## src/rtl/fetch_unit.sv

```systemverilog
// fetch_unit: fetch/decode sequencer sitting behind the program counter.
// Owns the 16x8 program store, MAR/MDR/IR and the PC increment/load requests.
module fetch_unit #(
   parameter int         ADDR_W  = 4,
   parameter int         DATA_W  = 8,
   parameter logic [3:0] JMP_OPC = 4'h6,
   parameter logic [3:0] HLT_OPC = 4'hF
) (
   input  logic              CLK,
   input  logic              RST,
   input  logic [ADDR_W-1:0] PC_IN,
   output logic              PC_INC,
   output logic              PC_LD,
   output logic [ADDR_W-1:0] PC_LD_VAL,
   input  logic              PROG_WE,
   input  logic [ADDR_W-1:0] PROG_ADDR,
   input  logic [DATA_W-1:0] PROG_DATA,
   input  logic              EXEC_DONE,
   output logic [3:0]        OPCODE,
   output logic [3:0]        OPERAND,
   output logic              IR_VALID,
   output logic              HALTED,
   output logic [2:0]        STATE
);

   typedef enum logic [2:0] {
      S_FETCH  = 3'd0,
      S_READ   = 3'd1,
      S_DECODE = 3'd2,
      S_EXEC   = 3'd3,
      S_HALT   = 3'd4
   } state_e;

   state_e            state_q;
   logic [ADDR_W-1:0] mar_q;
   logic [DATA_W-1:0] mdr_q;
   logic [DATA_W-1:0] ir_q;
   logic              ir_valid_q;
   logic              halted_q;
   logic [DATA_W-1:0] mem_q [2**ADDR_W];

   logic [3:0]        mdr_opc;

   assign mdr_opc = mdr_q[DATA_W-1 -: 4];

   // PC requests come straight from DECODE and the word just fetched
   always_comb begin
      PC_INC    = 1'b0;
      PC_LD     = 1'b0;
      PC_LD_VAL = '0;
      if (state_q == S_DECODE) begin
         if (mdr_opc == JMP_OPC) begin
            PC_LD     = 1'b1;
            PC_LD_VAL = mdr_q[ADDR_W-1:0];
         end else if (mdr_opc != HLT_OPC) begin
            PC_INC = 1'b1;
         end
      end
   end

   // Program store write port; contents survive reset, writes blocked in it
   always_ff @(posedge CLK) begin
      if (!RST && PROG_WE) begin
         mem_q[PROG_ADDR] <= PROG_DATA;
      end
   end

   // Fetch/decode sequencer with registered status flags
   always_ff @(posedge CLK or posedge RST) begin
      if (RST) begin
         state_q    <= S_FETCH;
         mar_q      <= '0;
         mdr_q      <= '0;
         ir_q       <= '0;
         ir_valid_q <= 1'b0;
         halted_q   <= 1'b0;
      end else begin
         case (state_q)
            S_FETCH: begin
               mar_q   <= PC_IN;
               state_q <= S_READ;
            end
            S_READ: begin
               mdr_q   <= mem_q[mar_q];
               state_q <= S_DECODE;
            end
            S_DECODE: begin
               ir_q <= mdr_q;
               if (mdr_opc == HLT_OPC) begin
                  state_q  <= S_HALT;
                  halted_q <= 1'b1;
               end else if (mdr_opc == JMP_OPC) begin
                  state_q <= S_FETCH;
               end else begin
                  state_q    <= S_EXEC;
                  ir_valid_q <= 1'b1;
               end
            end
            S_EXEC: begin
               if (EXEC_DONE) begin
                  state_q    <= S_FETCH;
                  ir_valid_q <= 1'b0;
               end
            end
            S_HALT: begin
               state_q <= S_HALT;
            end
            default: begin
               state_q    <= S_FETCH;
               ir_valid_q <= 1'b0;
               halted_q   <= 1'b0;
            end
         endcase
      end
   end

   assign OPCODE   = ir_q[DATA_W-1 -: 4];
   assign OPERAND  = ir_q[3:0];
   assign IR_VALID = ir_valid_q;
   assign HALTED   = halted_q;
   assign STATE    = state_q;

endmodule
```

## config.mk

```make
export PLATFORM = sky130hd
export DESIGN_NAME = fetch_unit
export DESIGN_NICKNAME = d
export VERILOG_FILES = /design/src/rtl/fetch_unit.sv
export SDC_FILE = /design/constraint.sdc
export NUM_CORES = 1
export LEC_CHECK = 0
export BUFFER_PORTS_ARGS = -buffer_cell sky130_fd_sc_hd__buf_4
export CAP_MARGIN = 20
export CORE_MARGIN = 3
export CORE_UTILIZATION = 48
export DETAILED_ROUTE_END_ITERATION = 12
export PLACE_DENSITY_LB_ADDON = 0.08
export SLEW_MARGIN = 30
export SYNTH_ARGS = -nofsm -noshare
export SYNTH_HDL_FRONTEND = slang
export SYNTH_SLANG_ARGS = --single-unit
```

## constraint.sdc

```tcl
create_clock -name CLK -period 4.1 [get_ports CLK]
set_input_delay 0.82 -clock CLK [delete_from_list [all_inputs] [get_ports CLK]]
set_output_delay 0.82 -clock CLK [all_outputs]
set_load 0.005 [all_outputs]
```

# Word-level counts from Yosys, hierarchy flattened

Memory sizes are Yosys's and may differ from the RTL's. A register that Yosys moved wholly into a read port is not among the register bits.
Cells that the tools add are included.

Flip-flop bits (word level): 17
RAM bits: 128
Logic and storage cells: 45
Memories: 1

Memories:

| name  | words | bits a word | read ports | clocked after memory_dff | wr ports | RTL line | RTL |
|---|---|---|---|---|---|---|---|
| mem_q | 16    | 8           | 1          | 1                        | 1        | 40       | `logic [DATA_W-1:0] mem_q [2**ADDR_W];` |

Eq/ne operators: 11
Muxes and demuxes: 19
Bitwise operators: 2
Reduce and logical (&&, ||, !) cells: 7

Operators by type and width:

| kind                 | number |
|---|---|
| $pmux W3 S5          | 1 |
| $mux W1              | 11 |
| $mux W4              | 2 |
| $eq A3 B2 Y1 const B | 2 |
| $mux W3              | 2 |
| $ne A2 B2 Y1 const B | 3 |
| $eq A4 B3 Y1 const B | 1 |
| $eq A4 B4 Y1 const B | 1 |
| $ne A4 B4 Y1 const B | 1 |
| $reduce_and A4 Y1    | 1 |
| $reduce_or A4 Y1     | 1 |
| $eq A3 B1 Y1 const B | 1 |
| $eq A3 B3 Y1 const B | 1 |
| $logic_not A3 Y1     | 1 |
| $pmux W1 S3          | 1 |
| $reduce_or A3 Y1     | 1 |
| $mux W2              | 1 |
| $ne A2 B1 Y1 const B | 1 |
| $not A1 Y1           | 2 |
| $pmux W1 S2          | 1 |
| $reduce_and A2 Y1    | 1 |
| $logic_and A1 B1 Y1  | 1 |
| $logic_not A1 Y1     | 1 |

# Depth between registers and ports, before layout

Depth in word-level cells: 4
Mapped depth: 7
Mapped depth without buffers: 4

# Least setup slack after synthesis

Ideal clock, no wire load.

Path kind: input port to flip-flop
Start point: in RST
End point: mem mem_q[12][0] (enable)
Setup time: 0.383 ns
Data arrival time: 2.268 ns
Setup slack: 1.448 ns
Stages on the path: 3
Buffers on the path: 0
Cells stage by stage: inv_1 nand4_1 nor3_1

Longest elaborated chain between the ends: 4

RTL lines:

| element                           | RTL line | RTL |
|---|---|---|
| from (decl)                       | 10       | `input logic RST,` |
| $logic_not A1 Y1 (no source line) | --       |  |
| $logic_and A1 B1 Y1               | 63       | `if (!RST && PROG_WE) begin` |
| $mux W1                           | 63       |  |
| $mux W1 (not written as such)     | 64       | `mem_q[PROG_ADDR] <= PROG_DATA;` |
| to (decl)                         | 40       |  |

Every way passes these cells.

# Worst setup path after layout

Start point: reg state_q[1], in the netlist STATE[1]
End point: out PC_LD_VAL[1]

Longest elaborated chain between the ends: 2

RTL lines:

| element                | RTL line | RTL |
|---|---|---|
| from (decl)            | 34       | `state_e state_q;` |
| from (signal assigned) | 71       | `state_q <= S_FETCH;` |
| from (signal assigned) | 81       | `state_q <= S_READ;` |
| from (signal assigned) | 85       | `state_q <= S_DECODE;` |
| $eq A3 B2 Y1           | 51       | `if (state_q == S_DECODE) begin` |
| $mux W4                | 51       |  |
| to (decl)              | 14       | `output logic [ADDR_W-1:0] PC_LD_VAL,` |

Every way passes these cells.

==> results.ini <==
[clock_network]
cts_resized=0
numCtsBuffers=17
insertion_delay_ns=0.42
cts_tree=done
clkSinkCount=153
h-tree-depth=4
cts_root_buf=clkbuf_16
cts_hold_buffers=0
clk_path_buf_depth=2
clkTransAtPathRegs_ns=0.06
cts_setup_buffers=0

[yosys]
synth-seq-area-share_pct=72.8
yosys_warnings=0
avgSynthCellArea_um2=19.0
synth_cell_types=37
syn_area_um2=6140
synth_nets=343
synth-seq-cells=153
postSynthCellCount=323

[detailed_routing]
wl_per_cell_um=22.4
vias=3014
drt_iter0_drc=187
detail-route-antenna-nets=0
viasPerCell=5.46
drc=0
firstDrtPassIters=4
wl_mm=12.3

[layout]
instances_no_fill=552
diodes=0
nets=391
fillers=933
drive_gt1_share_pct=29.4
fin_area_um2=7140
areaGrowthSynthToFinish_pct=16.2

[pwr]
power.leakage_nw=2.50
irDropWorstVdd_uv=378
p_per_area_nw_per_um2=650

[grt]
antenna_found_initial=0
grt_max_degree=30
grt-ovfl-total=0
grt_pass1_wl_mm=19.3
grt_use_total_pct=18.9
grt_pass1_vias=3209

[setup_path]
crit_family=simple AND/OR/NAND/NOR gates
path_buf_inv=2
cp_max_fo=11
cpPeakStageDelay_ns=0.56
cp-start-kind=flip-flop
criticalPathCategory=reg2out
critical_path_arrival_ns=2.34
cp.required_ns=3.28
cpMaxStageDelayCell=or3_1
path_cells=inv_1 > or3_1 > nor3_1 > and2_1 > buf_4
end_kind=output pin

[floorplanning]
die_area_um2=14200
die_h_um=119
initial_utilization_pct=50.1
core-area_um2=12300
num_io_pins=39
die_w_um=119
num_rows=40

[timing]
min_period_ns=3.16
finalHoldViolCount=0
worst_pin_slew_ns=0.905
setup_viol=0
skew_ns=0.0104
slew_headroom_pct=39.4
setup_tns_ns=0
period_share_pct=77.0
drv_slew=0
max_freq_mhz=317
rsz0062_at_grt=false
setup_slack_ns=0.943

[placement]
dp_cells=520
portBuffers=38
placed_area_um2=6550
pre_cts_ws_ns=1.35
dpl.hpwl_mm=8.04
gp_congestion=0.764

[worst_hold_path]
hold_path.class=in2async

[job]
max_cap_violations=0

[run_status]
status=complete, no violations

-- cells in the mapped netlist --
master | number | area [um^2]
nand2_1 | 10 | 37.5
nor2_2 | 2 | 12.5
or2_2 | 1 | 6.26
buf_6 | 6 | 67.6
o21ai_0 | 9 | 45.0
o21ai_1 | 7 | 35.0
a21o_1 | 1 | 7.51
nor2b_1 | 5 | 31.3
or3b_2 | 1 | 8.76
inv_1 | 4 | 15.0
or4_1 | 1 | 7.51
a22oi_1 | 9 | 67.6
buf_12 | 2 | 40.0
mux2_4 | 1 | 15.0
o22ai_1 | 1 | 6.26
edfxtp_1 | 128 | 3840
mux2_1 | 2 | 22.5
nor3_1 | 6 | 30.0
a21oi_1 | 6 | 30.0
and2_1 | 4 | 25.0
mux4_2 | 14 | 315
and2b_2 | 2 | 17.5
or3b_1 | 1 | 8.76
nand4_1 | 2 | 12.5
nand3b_1 | 2 | 15.0
nand3_1 | 3 | 15.0
nand2b_1 | 3 | 18.8
mux2i_1 | 6 | 60.1
clkbuf_4 | 1 | 7.51
dfrtp_1 | 25 | 626
buf_2 | 3 | 15.0
nor2_1 | 16 | 60.1
clkbuf_1 | 4 | 15.0
a21boi_0 | 1 | 7.51
mux2_2 | 16 | 180
or3_1 | 3 | 18.8
mux4_1 | 15 | 394
-- layout make-up --
cell class | count | area [um^2] | area share (%)
Timing Repair Buffer | 45 | 338 | 4.73
Sequential cell | 153 | 4470 | 62.6
Multi-Input combinational cell | 150 | 1520 | 21.2
Clock buffer | 19 | 433 | 6.06
Clock inverter | 13 | 154 | 2.16
Tap cell | 168 | 210 | 2.94
Inverter | 4 | 15.0 | 0.210
-- state kept, by name, indices dropped and copies added, names as in the netlist --
register / flops
mem_q: 128
ir_q: 8
mdr_q: 8
mar_q: 4
STATE: 3
HALTED: 1
IR_VALID: 1
-- worst reg2reg max path: cells and delay by family, from the launching register on --
family | cells | cell delay, ns
mux | 2 | 1.06
flops | 1 | 0.88
compound gates | 2 | 0.25
-- where the power goes --
part           total [mW]  internal [mW]  switching [mW]
clock                1.53          0.949           0.583
sequential           2.03           1.82           0.207
combinational        1.08          0.601           0.477
-- worst paths after layout --
kind                                from  slack [ns]           end  depth (start not counted)
worst max-delay path            STATE[1]        0.94  PC_LD_VAL[1]                          5
worst min register to register   ir_q[4]        0.50       ir_q[4]                          1
worst max register to register  mar_q[1]        1.78      mdr_q[3]                          4
max in group asynchronous            RST        3.33      mar_q[2]                          3
worst min-delay path                 RST        0.49      mar_q[0]                          3
min in group CLK                 ir_q[4]        0.50       ir_q[4]                          1
-- cell families after synthesis --
group           synth area share (%)
compound gates                  3.24
flops                           72.8
buf+inv                         2.61
mux                             16.1
simple gates                    5.30
-- cells in the final DEF (no fill, tap or decap), types with 2 or more instances in the layout --
cell type	n
mux2_2	16
nor2_1	16
clkbuf_16	17
o21ai_1	7
mux4_1	15
nand4_1	2
and2_1	4
clkinv_1	2
nor2_2	2
nand2_1	10
bufinv_16	3
clkinvlp_4	5
a21oi_1	6
nand3b_1	2
or3_1	3
nor3_1	5
clkbuf_1	2
dfrtp_1	23
edfxtp_1	128
buf_4	45
inv_1	4
nand3_1	3
clkinv_2	2
a22oi_1	9
o21ai_0	9
and2b_2	2
mux2_1	2
nor2b_1	5
nand2b_1	3
mux2i_1	6
mux4_2	14
dfrtp_2	2
-- per-stage QoR --
stage                     hold slack (ns)  total power [mW]  utilization (%)
after floorplan                     0.473              2.86                -
after global placement              0.483              3.14             53.4
after detailed placement            0.488              3.16             53.4
after CTS                           0.481              4.69             58.2
after global routing                0.498              4.86             58.2
final                               0.487              4.64             58.2
-- metal layers --
layer | GRT usage, % | up-vias | wire length, um
li1 | - | 1393 | -
met3 | 4.18 | 13 | 413
met1 | 26.6 | 1551 | 5890
met4 | 6.52 | 0 | 157
met2 | 29.6 | 57 | 5890
met5 | 0 | - | 0
Note: power is estimated with default switching activity, not from simulation.
